$ cat config.mk
export PLATFORM = sky130hd
export DESIGN_NAME = led_chaser
export DESIGN_NICKNAME = d
export VERILOG_FILES = /design/src/rtl/led_chaser.sv
export SDC_FILE = /design/constraint.sdc
export NUM_CORES = 1
export LEC_CHECK = 0
export ABC_CLOCK_PERIOD_IN_PS = 2700
export CAP_MARGIN = 5
export CORE_MARGIN = 3
export CORE_UTILIZATION = 58
export DETAILED_ROUTE_END_ITERATION = 6
export PLACE_DENSITY = 0.89
export REMOVE_ABC_BUFFERS = 1
export SYNTH_ARGS = -nofsm -noshare
export SYNTH_HDL_FRONTEND = slang
export SYNTH_SLANG_ARGS = --single-unit
$ cat constraint.sdc
create_clock -name clk -period 2.7 [get_ports clk]
set_input_delay 0.54 -clock clk [delete_from_list [all_inputs] [get_ports clk]]
set_output_delay 0.54 -clock clk [all_outputs]
set_load 0.03 [all_outputs]
$ cat src/rtl/led_chaser.sv
// LED chaser: a prescaler divides clk into display steps, and on each step
// a position/direction pair advances under the selected pattern mode. The
// new position is then decoded onto the LED outputs.
module led_chaser #(
    parameter int WIDTH       = 8,
    parameter int STEP_CYCLES = 50000000,
    parameter int CNT_W       = 26
) (
    input  logic             clk,
    input  logic             reset,
    input  logic             en,
    input  logic [1:0]       mode,
    output logic [WIDTH-1:0] LED,
    output logic             step
);

    localparam int POS_W = (WIDTH > 1) ? $clog2(WIDTH) : 1;

    localparam logic [CNT_W-1:0] CNT_LAST = CNT_W'(STEP_CYCLES - 1);
    localparam logic [POS_W-1:0] POS_LAST = POS_W'(WIDTH - 1);
    localparam logic [POS_W-1:0] POS_ONE  = POS_W'(1);

    typedef enum logic [1:0] {
        MODE_ROL    = 2'b00,
        MODE_ROR    = 2'b01,
        MODE_BOUNCE = 2'b10,
        MODE_FILL   = 2'b11
    } mode_t;

    typedef enum logic {
        DIR_UP   = 1'b0,
        DIR_DOWN = 1'b1
    } dir_t;

    logic [CNT_W-1:0] cnt;
    logic [CNT_W-1:0] cnt_next;
    logic [POS_W-1:0] pos;
    logic [POS_W-1:0] pos_next;
    dir_t             dir;
    dir_t             dir_next;
    logic [WIDTH-1:0] led_next;
    logic [WIDTH-1:0] one_hot;
    logic [WIDTH-1:0] fill;
    logic             tick;
    mode_t            mode_sel;

    assign mode_sel = mode_t'(mode);

    // State register: prescaler, position, direction and registered outputs.
    always_ff @(posedge clk) begin
        if (reset) begin
            cnt  <= '0;
            pos  <= '0;
            dir  <= DIR_UP;
            LED  <= WIDTH'(1);
            step <= 1'b0;
        end else begin
            cnt  <= cnt_next;
            pos  <= pos_next;
            dir  <= dir_next;
            LED  <= led_next;
            step <= tick;
        end
    end

    // Prescaler and tick generation; cnt holds while en is low.
    always_comb begin
        tick     = en && (cnt == CNT_LAST);
        cnt_next = cnt;
        if (en) begin
            cnt_next = tick ? '0 : cnt + 1'b1;
        end
    end

    // Next position/direction; mode is only consulted on a tick.
    always_comb begin
        pos_next = pos;
        dir_next = dir;
        if (tick) begin
            unique case (mode_sel)
                MODE_ROL, MODE_FILL: begin
                    pos_next = (pos == POS_LAST) ? '0 : pos + 1'b1;
                    dir_next = DIR_UP;
                end
                MODE_ROR: begin
                    pos_next = (pos == '0) ? POS_LAST : pos - 1'b1;
                    dir_next = DIR_DOWN;
                end
                MODE_BOUNCE: begin
                    if (WIDTH == 1) begin
                        pos_next = '0;
                    end else if (dir == DIR_UP) begin
                        if (pos == POS_LAST) begin
                            dir_next = DIR_DOWN;
                            pos_next = POS_LAST - POS_ONE;
                        end else begin
                            pos_next = pos + 1'b1;
                        end
                    end else begin
                        if (pos == '0) begin
                            dir_next = DIR_UP;
                            pos_next = POS_ONE;
                        end else begin
                            pos_next = pos - 1'b1;
                        end
                    end
                end
                default: begin
                    pos_next = pos;
                    dir_next = dir;
                end
            endcase
        end
    end

    // Decode the new position into one-hot and bar patterns.
    always_comb begin
        one_hot = '0;
        fill    = '0;
        for (int unsigned i = 0; i < WIDTH; i++) begin
            one_hot[i] = (POS_W'(i) == pos_next);
            fill[i]    = (POS_W'(i) <= pos_next);
        end
    end

    // LED only updates on a tick, using the mode sampled on that edge.
    always_comb begin
        led_next = LED;
        if (tick) begin
            led_next = (mode_sel == MODE_FILL) ? fill : one_hot;
        end
    end

endmodule

# Word level (Yosys, flattened, before mapping)
# Index checks and enable logic that the tools add are counted.
totals:
  ff_bits: 39
  out_inout_bits: 9
  inputBits: 5
classes:
  addsub: 3
  n_eq_ne: 12
  n_reduce_logical: 5
  n_lt_le_gt_ge: 8
  muxes: 13
op_table:
  columns: ["cell", "count"]
  rows:
  - ["$add 26x1->26 const B", 1]
  - ["$eq 26x26->1 const B", 1]
  - ["$mux 26", 1]
  - ["$mux 3", 6]
  - ["$eq 3x3->1 const A", 4]
  - ["$le 3x3->1 const A", 4]
  - ["$pmux 3 s3", 1]
  - ["$mux 8", 1]
  - ["$eq 2x3->1 const A", 2]
  - ["$le 1x3->1 const A", 2]
  - ["$le 2x3->1 const A", 2]
  - ["$logic_not 3->1", 2]
  - ["$eq 2x2->1 const B", 2]
  - ["$add 3x1->3 const B", 1]
  - ["$eq 1x3->1 const A", 1]
  - ["$eq 3x3->1 const B", 1]
  - ["$mux 1", 3]
  - ["$pmux 1 s3", 1]
  - ["$sub 3x1->3 const B", 1]
  - ["$eq 2x1->1 const B", 1]
  - ["$logic_not 2->1", 1]
  - ["$reduce_or 2->1", 1]
  - ["$logic_and 1x1->1", 1]

# Depth between registers and ports, before layout
# Gate-level depths: netlist of run 1.
logic_depth:
  ltp_word: 7
  depth_mapped: 10
  depth_no_buf: 10

# Worst setup path before layout of run 1
# OpenSTA, ideal clock, no wires.
synth_timing:
  path_type: "input -> register"
  start: "in mode[0]"
  end: "reg LED[7]"
  arrival_ns: 2.203
  required_time_ns: 2.640
  slack_ns: 0.437
  setup_time_ns: 0.060
  cell_stages: 9
  path_cell_list: "inv_1 -> ha_1 -> clkbuf_1 -> nor2b_1 -> a31oi_1 -> o31ai_1 -> mux2i_1 -> nor2_1 -> a22o_1"
synth_between:
  elab_chain_cells: 6
  word_cells_on_any_way: 10
  cone_classes: "order compare (1); eq/ne (4); mux (3); reduce/logical (2)"
synth_rtl:
  columns: ["item", "line", "source"]
  rows:
  - ["start, declared", "12", "input logic [1:0] mode,"]
  - ["$eq 2x2->1 or $logic_not 2->1 (tied branches)", "80, 130", null]
  - ["$reduce_or 2->1", "80", "unique case (mode_sel)"]
  - ["$pmux 3 s3", "80", null]
  - ["$mux 3", "79", "if (tick) begin"]
  - ["$le 3x3->1 or $eq 3x3->1 (tied branches)", "122, 121", null]
  - ["$mux 8 (*)", "130", "led_next = (mode_sel == MODE_FILL) ? fill : one_hot;"]
  - ["end signal, assigned", "61", "LED <= led_next;"]
  - ["end, declared", "13", "output logic [WIDTH-1:0] LED,"]
# Every way passes the cells marked *; elsewhere a longest branch is shown, timed or not.
# A chain may end at the register's enable or synchronous reset.

# Worst setup path after layout of run 1
layout_timing:
  start: "in mode[0]"
  end: "reg LED[1]"
layout_between:
  elab_chain_cells: 6
  word_cells_on_any_way: 10
  cone_classes: "order compare (1); eq/ne (4); mux (3); reduce/logical (2)"
layout_rtl:
  columns: ["item", "line"]
  rows:
  - ["$eq 2x2->1 or $logic_not 2->1 (tied branches)", "80, 130"]
  - ["$reduce_or 2->1", "80"]
  - ["$pmux 3 s3", "80"]
  - ["$mux 3", "79"]
  - ["$le 1x3->1 or $eq 1x3->1 (tied branches)", "122, 121"]
  - ["$mux 8 (*)", "130"]
# Marks and branches as above.

==> impl_results.md, run 1 <==
- Synth unique cells: 47
- I/O pin count: 14
- Layout cells sized above 1: under 10%
- Register area share after synthesis: roughly 39%
- Clock Latency Late Sink: about 0.34 ns
- Placed insts: 291
- RR Startpoint: cnt[6]$_SDFFE_PP0P_
- Post-CTS Resized: 0
- Antenna violations before repair: 0
- DRT Pass-1 Iters: 4
- Final global-route overflow total: 0
- Final Instance Area: around 2300 µm²
- Total number of H-tree levels: 2
- Layout area overhead: 15.31%
- Hold Path Class: register to register
- Initial DRC Count: 87
- Post-DP HPWL: 2824 µm
- Final setup vio count: 0
- DRT antenna net count: 0
- Largest net degree at the start of global routing: 25
- Maximum fanout along the worst path: 5
- Setup bufs post-CTS: 0
- FF-to-FF path depth: 7
- Syn Area/Cell: 8.634 µm²
- Number of global-route vias before repair: around 1600
- Most frequent cells in the layout: nor2_1 (40), dfxtp_1 (39), nand2_1 (15)
- Post-synth EDFFs: 0
- Mapped Cells: roughly 230
- Cell Pwr Density: roughly 460 nW/µm²
- Yosys warnings: 0
- Setup_tns: 0 ns
- Die H: around 65 µm
- Worst setup endpoint: LED[1]$_SDFFE_PP0N_
- Max_cap viols: 0
- Final hold violations: 0
- # diodes: 0
- Starting Density: between 60% and 70%
- Post-DR wirelength/cell: 13.05 µm
- Die area: 4178 µm²
- Finished Layout Cells: approximately 300
- Setup CP Type: primary input to register
- Tcrit/Tclk final: roughly 86%
- P_leak: ~0.87 nW
- Via count: about 1700
- Most common cell after layout, fill and taps aside: nor2_1
- Vias/cell: approximately 5.6
- Fmax: ~0.43 GHz
- Max stage delay on crit path: 0.47 ns
- CP cell instances: clkdlybuf4s50_1 > inv_1 > ha_1 > nor2b_1 > a31oi_1 > o31ai_1 > buf_4 > nor2_1 > mux2i_1 > a211oi_1
- Final nets: ~270
- Die width: around 65 µm
- Pins Over Slew Limit: 0
- FP Rows: 20
- Crit path arrival time: 2.58 ns
- Worst hold slack: approximately 0.48 ns
- Max_slew headroom: about two thirds
- FF+latch count, synth: 39
- CTS clk-pin slew, worst paths: approximately 0.12 ns
- Clock Root Buffer: clkbuf_4
- CP max stage cell: clkdlybuf4s50_1
- RSZ-0062 raised after global routing: false
- Detailed Route WL: 3903 µm
- Run status: finished, final reports clean
- Final GP Congestion: between 0.8 and 0.9
- Endpoint class of the critical path: register
- Placement Cell Area: ~2200 µm²
- Worst vdd ir: between 0.0003 and 0.0004 V
- CTS tree: built
- Critical Path Start Type: primary input
- # port buffers: 13
- Syn Std Cell Area: 1994 µm²
- GRT Total Usage: 21.30%
- CTS Buffer Depth: 2
- Clock sinks: 39
- Async SR Flop Fraction: 0%
- Ys flop type: dfxtp_1
- Inserted Clock Buffers: 5
- R2R Setup Slk: about 0.44 ns
- R2r endpoint: LED[6]$_SDFFE_PP0N_
- Skew final: about 0.0096 ns
- Worst Path Required: 2.97 ns
- Post-layout minimum cycle time: about 2.3 ns
- Setup WS pre-CTS: approximately 0.038 ns
- Crit path launch: mode[0]
- First-pass GRT wire length: ~7000 µm
- DRC viols: 0
- Hold Buf Count CTS: 0
- Worst-margin pin slew: between 0.4 and 0.5 ns
- Core area: 3178 µm²
- Final setup margin: about 0.38 ns
## how the worst min path moves through the flow
| stage | from | end | slack [ns] | depth (start not counted) |
|---|---|---|---|---|
| finish | LED[2]$_SDFFE_PP0N_ | LED[2]$_SDFFE_PP0N_ | 0.48 | 2 |
| global route | LED[2]$_SDFFE_PP0N_ | LED[2]$_SDFFE_PP0N_ | 0.49 | 2 |
| CTS | LED[2]$_SDFFE_PP0N_ | LED[2]$_SDFFE_PP0N_ | 0.48 | 2 |
| detailed placement | LED[2]$_SDFFE_PP0N_ | LED[2]$_SDFFE_PP0N_ | 0.46 | 2 |
| global placement | LED[2]$_SDFFE_PP0N_ | LED[2]$_SDFFE_PP0N_ | 0.44 | 2 |
| floorplan | cnt[15]$_SDFFE_PP0P_ | cnt[15]$_SDFFE_PP0P_ | 0.45 | 2 |
## per-stage QoR
| stage | util (%) | power [W] |
|---|---|---|
| 2_1_floorplan | - | 0.0006297 |
| 3_3_place_gp | 69.65 | 0.0006579 |
| 3_5_place_dp | 69.65 | 0.0006603 |
| 4_1_cts | 72.36 | 0.001062 |
| 5_1_grt | 72.36 | 0.001100 |
| 6_report | 72.36 | 0.001061 |
## cell usage after synthesis, types with 5 or more instances
master | count | area, µm²
nand4_1 | 8 | 50.05
nand2_1 | 15 | 56.30
xor2_1 | 13 | 113.9
dfxtp_1 | 39 | 780.8
a21oi_1 | 9 | 45.04
xnor2_1 | 9 | 78.83
inv_1 | 13 | 48.80
ha_1 | 10 | 125.1
mux2i_1 | 6 | 60.06
nand3_1 | 9 | 45.04
nor2_1 | 40 | 150.1
nor3_1 | 5 | 25.02
## layout make-up
cell class	count	area, µm²
sequential	39	780.7
tap	44	55.05
fill	230	878.3
inverter	13	48.80
multi-input combinational	172	1111
clock buffer	6	51.30
timing repair buffer	23	217.7
clock inverter	2	35.03
## logic make-up after synthesis
kind of cell	count (synthesis)	synth area share (%)
buf+inv	20	5.144
fa+ha+maj	10	6.274
mux	7	3.576
flops	39	39.15
simple gates	104	26.91
compound gates	29	9.285
xor+xnor	22	9.661
## critical path: cells and delay by family
family | cells | cell delay [ns]
AO/OA/AOI/OAI | 3 | 0.61
multiplexers | 1 | 0.13
AND/OR/NAND/NOR | 2 | 0.24
buffers and inverters | 3 | 0.71
adder cells (fa/ha/maj) | 1 | 0.34
## registers in the layout, indices dropped and copies added, names as in the netlist
register	flops
cnt	26
LED	8
pos	3
dir	1
step	1
## report_power, final
| part | internal [W] | total (W) | switching (W) |
|---|---|---|---|
| Sequential | 0.000578 | 0.000581 | 0.00000280 |
| Combinational | 0.0000311 | 0.0000674 | 0.0000364 |
| Clock | 0.000219 | 0.000413 | 0.000194 |
| Total | 0.000828 | 0.00106 | 0.000233 |
## routing by layer
metal | part of all wire [%] | wire (µm) | track usage (%) | vias up
met5 | 0 | 0 | 0 | -
met4 | 0.69 | 27 | 6.860 | 0
met3 | 4.7 | 182 | 6.412 | 2
met2 | 45 | 1749 | 34.02 | 31
met1 | 50 | 1944 | 27.53 | 791
li1 | - | - | - | 839
(Power assumes the default switching activity.)
==> run 2, diff against run 1 <==
--- a/config.mk
+++ b/config.mk
@@ -7,11 +7,13 @@
 export LEC_CHECK = 0
 export ABC_CLOCK_PERIOD_IN_PS = 2700
 export CAP_MARGIN = 5
+export CORE_ASPECT_RATIO = 0.75
 export CORE_MARGIN = 3
-export CORE_UTILIZATION = 58
+export CORE_UTILIZATION = 25
 export DETAILED_ROUTE_END_ITERATION = 6
-export PLACE_DENSITY = 0.89
+export PLACE_DENSITY = 0.51
 export REMOVE_ABC_BUFFERS = 1
+export SLEW_MARGIN = 20
 export SYNTH_ARGS = -nofsm -noshare
 export SYNTH_HDL_FRONTEND = slang
 export SYNTH_SLANG_ARGS = --single-unit
==> impl_results.md, run 2 (synthesized netlist as in run 1, its figures left out) <==
- Run status: finished, final reports clean
- Vias/cell: between 4 and 5
- Critical Path Start Type: primary input
- Largest net degree at the start of global routing: 25
- Max_cap viols: 0
- Final GP Congestion: around 0.75
- Clock Latency Late Sink: 0.29 ns
- Worst hold slack: between 0.4 and 0.5 ns
- Crit path arrival time: roughly 2.6 ns
- Most frequent cells in the layout: nor2_1 (40), dfxtp_1 (39), nand2_1 (15)
- Post-layout minimum cycle time: 2.359 ns
- CTS Buffer Depth: 2
- Hold Crit Start: LED[2]$_SDFFE_PP0N_
- Setup_tns: 0 ns
- First-pass GRT wire length: roughly 7100 µm
- FF-to-FF path depth: 10
- Register area: 780.7 µm²
- Clk pwr share: 39.7%
- Final nets: roughly 270
- Number of global-route vias before repair: approximately 1500
- Tcrit/Tclk final: 87.37%
- Starting Density: 26.47%
- Layout cells sized above 1: a little over a tenth
- Endpoint class of the critical path: register
- P_leak: 0.8915 nW
- Hold Path Class: register to register
- # port buffers: 13
- CTS clk-pin slew, worst paths: about 0.07 ns
- Maximum fanout along the worst path: 6
- Setup bufs post-CTS: 0
- DRT Pass-1 Iters: 4
- Initial DRC Count: between 100 and 150
- Top Registers: cnt: 26 flops, LED: 8 flops, pos: 3 flops
- RR Startpoint: pos[0]$_SDFF_PP0_
- Layout area overhead: 20.70%
- Cell Pwr Density: 446.8 nW/µm²
- Final setup vio count: 0
- Most common cell after layout, fill and taps aside: nor2_1
- Sw frac: around 22%
- Via count: 1590
- Hold Path Depth: 2
- Most flops, register: cnt
- Largest register FFs: 26
- Fill count: between 700 and 800
- Clock Root Buffer: clkbuf_8
- Multi-input gate area: ~1100 µm²
- Die H: between 80 and 90 µm
- Final hold violations: 0
- GRT Total Usage: around a tenth
- Core area: 7533 µm²
- Clock sinks: 39
- CTS tree: built
- P_sw: 0.0002334 W
- Inserted Clock Buffers: 5
- Die width: between 100 and 150 µm
- Setup CP Type: primary input to register
- Flop pwr share: a little over half
- Die area: 9096 µm²
- Post-DR wirelength/cell: about 11 µm
- Max_slew headroom: between 60% and 70%
- Worst-margin pin slew: 0.4960 ns
- Post-DP HPWL: about 3000 µm
- R2R Setup Slk: around 0.47 ns
- Hold Buf Count CTS: 0
- Pins Over Slew Limit: 0
- Antenna violations before repair: 0
- Worst Path Required: 2.89 ns
- Fmax: 0.4239 GHz
- Final global-route overflow total: 0
- RSZ-0062 raised after global routing: false
- I/O pin count: 14
- Post-CTS Resized: 0
- DRT antenna net count: 0
- Skew final: around 0.004 ns
- Pint: around 0.00084 W
- Worst vdd ir: around 0.00019 V
- DRC viols: 0
- # diodes: 0
- R2r endpoint: LED[7]$_SDFFE_PP0N_
- Min-Delay Endpoint: LED[2]$_SDFFE_PP0N_
- Total number of H-tree levels: 2
- FP Rows: 27
- Detailed Route WL: between 4000 and 5000 µm
- Logic pwr share: ~6.4%
-- run 2: cell count changes in the layout (fill, tap and decap cells not counted), sizes merged --
cell,change
buf,+3
bufinv,-1
clkbuf,+2
clkinv,-1
-- run 2: metrics by stage --
| stage | std cells | total power (W) | setup WS, ns | area [µm²] | util, % |
|---|---|---|---|---|---|
| finish | 359 | 0.001076 | 0.3410 | 2407 | 31.95 |
| global route | 359 | 0.001130 | 0.1711 | 2407 | 31.95 |
| CTS | 359 | 0.001088 | 0.3474 | 2407 | 31.95 |
| detailed placement | 351 | 0.0006620 | 0.05482 | 2307 | 30.63 |
| global placement | 351 | 0.0006616 | 0.07663 | 2307 | 30.63 |
| floorplan | 224 | 0.0006297 | 0.2904 | 1941 | - |
-- run 2: power groups by stage --
stage,clock [W],combinational [W],sequential [W]
2_1_floorplan,0,0.0000366,0.000593
3_3_place_gp,0,0.0000679,0.000594
3_5_place_dp,0,0.0000682,0.000594
4_1_cts,0.000439,0.0000686,0.000580
5_1_grt,0.000472,0.0000771,0.000581
6_report,0.000427,0.0000686,0.000580
-- run 2: critical path, cell delays in order --
cell	delay, ns
clkdlybuf4s50_1	0.47
inv_1	0.04
ha_1	0.31
and3b_1	0.19
a31oi_1	0.14
o31ai_1	0.09
buf_4	0.16
mux2i_1	0.28
nor2_1	0.12
a22o_1	0.20
-- run 2: layer usage --
metal  up-vias  wire length [µm]  GRT usage (%)
li1        843                 -              -
met1       717              2258          14.45
met2        26              1488          12.60
met3         4               232          3.574
met4         0                48          2.752
met5         -                 0              0
-- run 2: worst max path at each step --
stage	to	from	cells after the start
floorplan	LED[6]$_SDFFE_PP0N_	en	6
CTS	LED[5]$_SDFFE_PP0N_	mode[0]	10
global route	LED[6]$_SDFFE_PP0N_	mode[0]	10
detailed placement	LED[5]$_SDFFE_PP0N_	mode[0]	10
finish	LED[7]$_SDFFE_PP0N_	mode[0]	10
global placement	LED[7]$_SDFFE_PP0N_	mode[0]	10
-- run 2: cell type report --
class	instances	share of cell area (%)
sequential	39	32.43
multi-input combinational	172	46.15
clock buffer	8	4.158
timing repair buffer	26	9.979
inverter	13	2.027
tap	101	5.249
==> run 3, diff against run 2 <==
--- a/config.mk
+++ b/config.mk
@@ -5,13 +5,15 @@
 export SDC_FILE = /design/constraint.sdc
 export NUM_CORES = 1
 export LEC_CHECK = 0
+export ABC_AREA = 1
 export ABC_CLOCK_PERIOD_IN_PS = 2700
 export CAP_MARGIN = 5
 export CORE_ASPECT_RATIO = 0.75
 export CORE_MARGIN = 3
 export CORE_UTILIZATION = 25
+export CTS_CLUSTER_DIAMETER = 40
 export DETAILED_ROUTE_END_ITERATION = 6
-export PLACE_DENSITY = 0.51
+export PLACE_DENSITY_LB_ADDON = 0.3
 export REMOVE_ABC_BUFFERS = 1
 export SLEW_MARGIN = 20
 export SYNTH_ARGS = -nofsm -noshare
==> impl_results.md, run 3 <==
- Antenna violations before repair: 0
- CTS Buffer Depth: 2
- Die width: 117.5 µm
- Placed insts: 480
- Syn Std Cell Area: about 2300 µm²
- Cell Pwr Density: approximately 460 nW/µm²
- Clk pwr share: about half
- Hold Path Class: register to register
- Post-DR wirelength/cell: approximately 12 µm
- FF+latch count, synth: 39
- Commonest cells post-synth: nand2_1 (74), nor2_1 (45), inv_1 (42)
- Total number of H-tree levels: 2
- GRT Total Usage: a little under an eighth
- Layout cells sized above 1: 13.46%
- Async SR Flop Fraction: 0%
- Starting Density: 26.66%
- Critical Path Start Type: primary input
- Layout area overhead: 18.73%
- Largest net degree at the start of global routing: 16
- Count leader, synth: nand2_1
- Pint: just under 0.001 W
- CTS tree: built
- Top Registers: cnt: 26 flops, LED: 8 flops, pos: 3 flops
- Flop pwr share: 45.4%
- Die area: about 11000 µm²
- RR Startpoint: pos[0]$_SDFF_PP0_
- Worst-margin pin slew: between 0.3 and 0.4 ns
- Largest register FFs: 26
- Synth unique cells: 33
- FF-to-FF path depth: 13
- Setup bufs post-CTS: 0
- R2r endpoint: LED[1]$_SDFFE_PP0N_
- Final setup margin: 0.4684 ns
- Multi-input gate area: 1324 µm²
- Worst Path Required: ~2.9 ns
- Clock Latency Late Sink: ~0.29 ns
- Worst hold slack: 0.4505 ns
- Run status: finished, final reports clean
- Pins Over Slew Limit: 0
- Final Instance Area: 2768 µm²
- Register area share after synthesis: approximately a third
- Final setup vio count: 0
- Maximum fanout along the worst path: 4
- Hold Buf Count CTS: 0
- Ys flop type: dfxtp_1
- Fmax: between 0.4 and 0.5 GHz
- # port buffers: 13
- Yosys warnings: 0
- Max_slew headroom: ~73%
- I/O pin count: 14
- Endpoint class of the critical path: register
- Vias/cell: 4.402
- Register area: roughly 800 µm²
- Via count: 2148
- Worst vdd ir: 0.0001774 V
- R2R Setup Slk: a little over 0.7 ns
- Final hold violations: 0
- DRT Pass-1 Iters: 5
- Final GP Congestion: approximately 0.88
- Hold Path Depth: 2
- Crit path arrival time: 2.42 ns
- Sw frac: roughly 22%
- RSZ-0062 raised after global routing: false
- Final nets: between 300 and 400
- Mapped Cells: around 340
- Clock Root Buffer: clkbuf_16
- P_leak: roughly 1.1 nW
- Post-CTS Resized: 0
- # diodes: 0
- Most frequent cells in the layout: nand2_1 (74), nor2_1 (45), inv_1 (42), dfxtp_1 (39), nand3_1 (25)
- Synth top area share: roughly a third
- Post-DP HPWL: roughly 4600 µm
- Clock sinks: 39
- Setup WS pre-CTS: just over 0.2 ns
- P_sw: between 0.0002 and 0.0003 W
- Detailed Route WL: 5901 µm
- Inserted Clock Buffers: 5
- DRT antenna net count: 0
- First-pass GRT wire length: about 9700 µm
- Most common cell after layout, fill and taps aside: nand2_1
- CTS clk-pin slew, worst paths: roughly 0.06 ns
- Skew final: roughly 0.0057 ns
- Core area: slightly below 9000 µm²
- Number of global-route vias before repair: around 1900
- Final global-route overflow total: 0
- DRC viols: 0
- Syn Area/Cell: roughly 6.8 µm²
- Placement Cell Area: around 2600 µm²
- Tcrit/Tclk final: 82.65%
- Setup CP Type: primary input to register
- Max_cap viols: 0
- Min-Delay Endpoint: LED[2]$_SDFFE_PP0N_
- Initial DRC Count: roughly 200
- Setup_tns: 0 ns
- Post-layout minimum cycle time: around 2.2 ns
- FP Rows: 29
- Fill count: 943
- Logic pwr share: 5.0%
- Cell taking the most area after synthesis: dfxtp_1
- Post-synth EDFFs: 0
- Largest cells by area after synthesis: dfxtp_1 (33%), nand2_1 (12%), nor2_1 (7.2%), inv_1 (6.8%), ha_1 (5.4%)
- Finished Layout Cells: 488
- Die H: ~90 µm
- Hold Crit Start: LED[2]$_SDFFE_PP0N_
- Most flops, register: cnt
## run 3: cell count changes in the layout (fill, tap and decap cells not counted), sizes merged, moves of 4 or more
cell,change
a21oi,+7
nor2,+14
nand2,+70
nor3,+8
nand3,+19
buf,-8
inv,+36
xnor2,-6
nor2b,-4
mux2i,-6
xor2,-9
o21ai,+8
## run 3: logic make-up (layout without fill, tap and decap cells)
group                      count (synthesis)  count (layout)  synth area share [%]
AOI/OAI and AO/OA                         39              39                 9.179
xor gates and xnor gates                   7               7                 2.630
adders and majority gates                 10              10                 5.368
buffers and inverters                     55              75                 9.715
DFF                                       39              39                 33.49
and+or+nand+nor                          194             194                 39.61
## run 3: how the worst max path moves through the flow
stage                           to    start
4_1_cts        LED[4]$_SDFFE_PP0N_  mode[0]
3_5_place_dp   LED[0]$_SDFFE_PP1N_  mode[0]
3_3_place_gp   LED[4]$_SDFFE_PP0N_  mode[0]
6_report       LED[0]$_SDFFE_PP1N_  mode[0]
5_1_grt        LED[4]$_SDFFE_PP0N_  mode[0]
2_1_floorplan  LED[4]$_SDFFE_PP0N_  mode[0]
## run 3: final cells by class
type / count / area share, %
flip-flops and latches: 39 / 28.21
clock buffers: 8 / 5.651
inverters: 49 / 6.646
repair buffers: 18 / 6.058
multi-input cells: 250 / 47.83
well taps: 124 / 5.606
## run 3: metrics by stage
step / util (%) / power, W
floorplan: - / 0.0006253
global placement: 29.86 / 0.0006548
detailed placement: 29.86 / 0.0006557
CTS: 31.65 / 0.001289
global route: 31.65 / 0.001313
finish: 31.65 / 0.001278
## run 3: power groups by stage
stage | Combinational, W | Clock, W | Sequential (W)
6_report | 0.0000634 | 0.000634 | 0.000580
2_1_floorplan | 0.0000326 | 0 | 0.000593
4_1_cts | 0.0000628 | 0.000645 | 0.000580
3_3_place_gp | 0.0000618 | 0 | 0.000593
3_5_place_dp | 0.0000625 | 0 | 0.000593
5_1_grt | 0.0000699 | 0.000662 | 0.000581
## run 3: critical path: stages
cell	delay, ns
clkdlybuf4s50_1	0.51
inv_1	0.06
ha_1	0.34
inv_1	0.10
nand2_1	0.08
o21ai_0	0.07
nor2_1	0.19
nand3_1	0.14
nand2_2	0.10
nor2_2	0.05
nand2_1	0.07
nand3_1	0.08
nand2_1	0.06
inv_1	0.03
## run 3: metal layers
layer / up-vias / GRT usage [%] / routed length (µm)
met5: - / 0 / 0
met1: 952 / 18.52 / 3450
met2: 48 / 14.99 / 2059
li1: 1141 / - / -
met4: 0 / 3.191 / 64
met3: 7 / 3.131 / 327
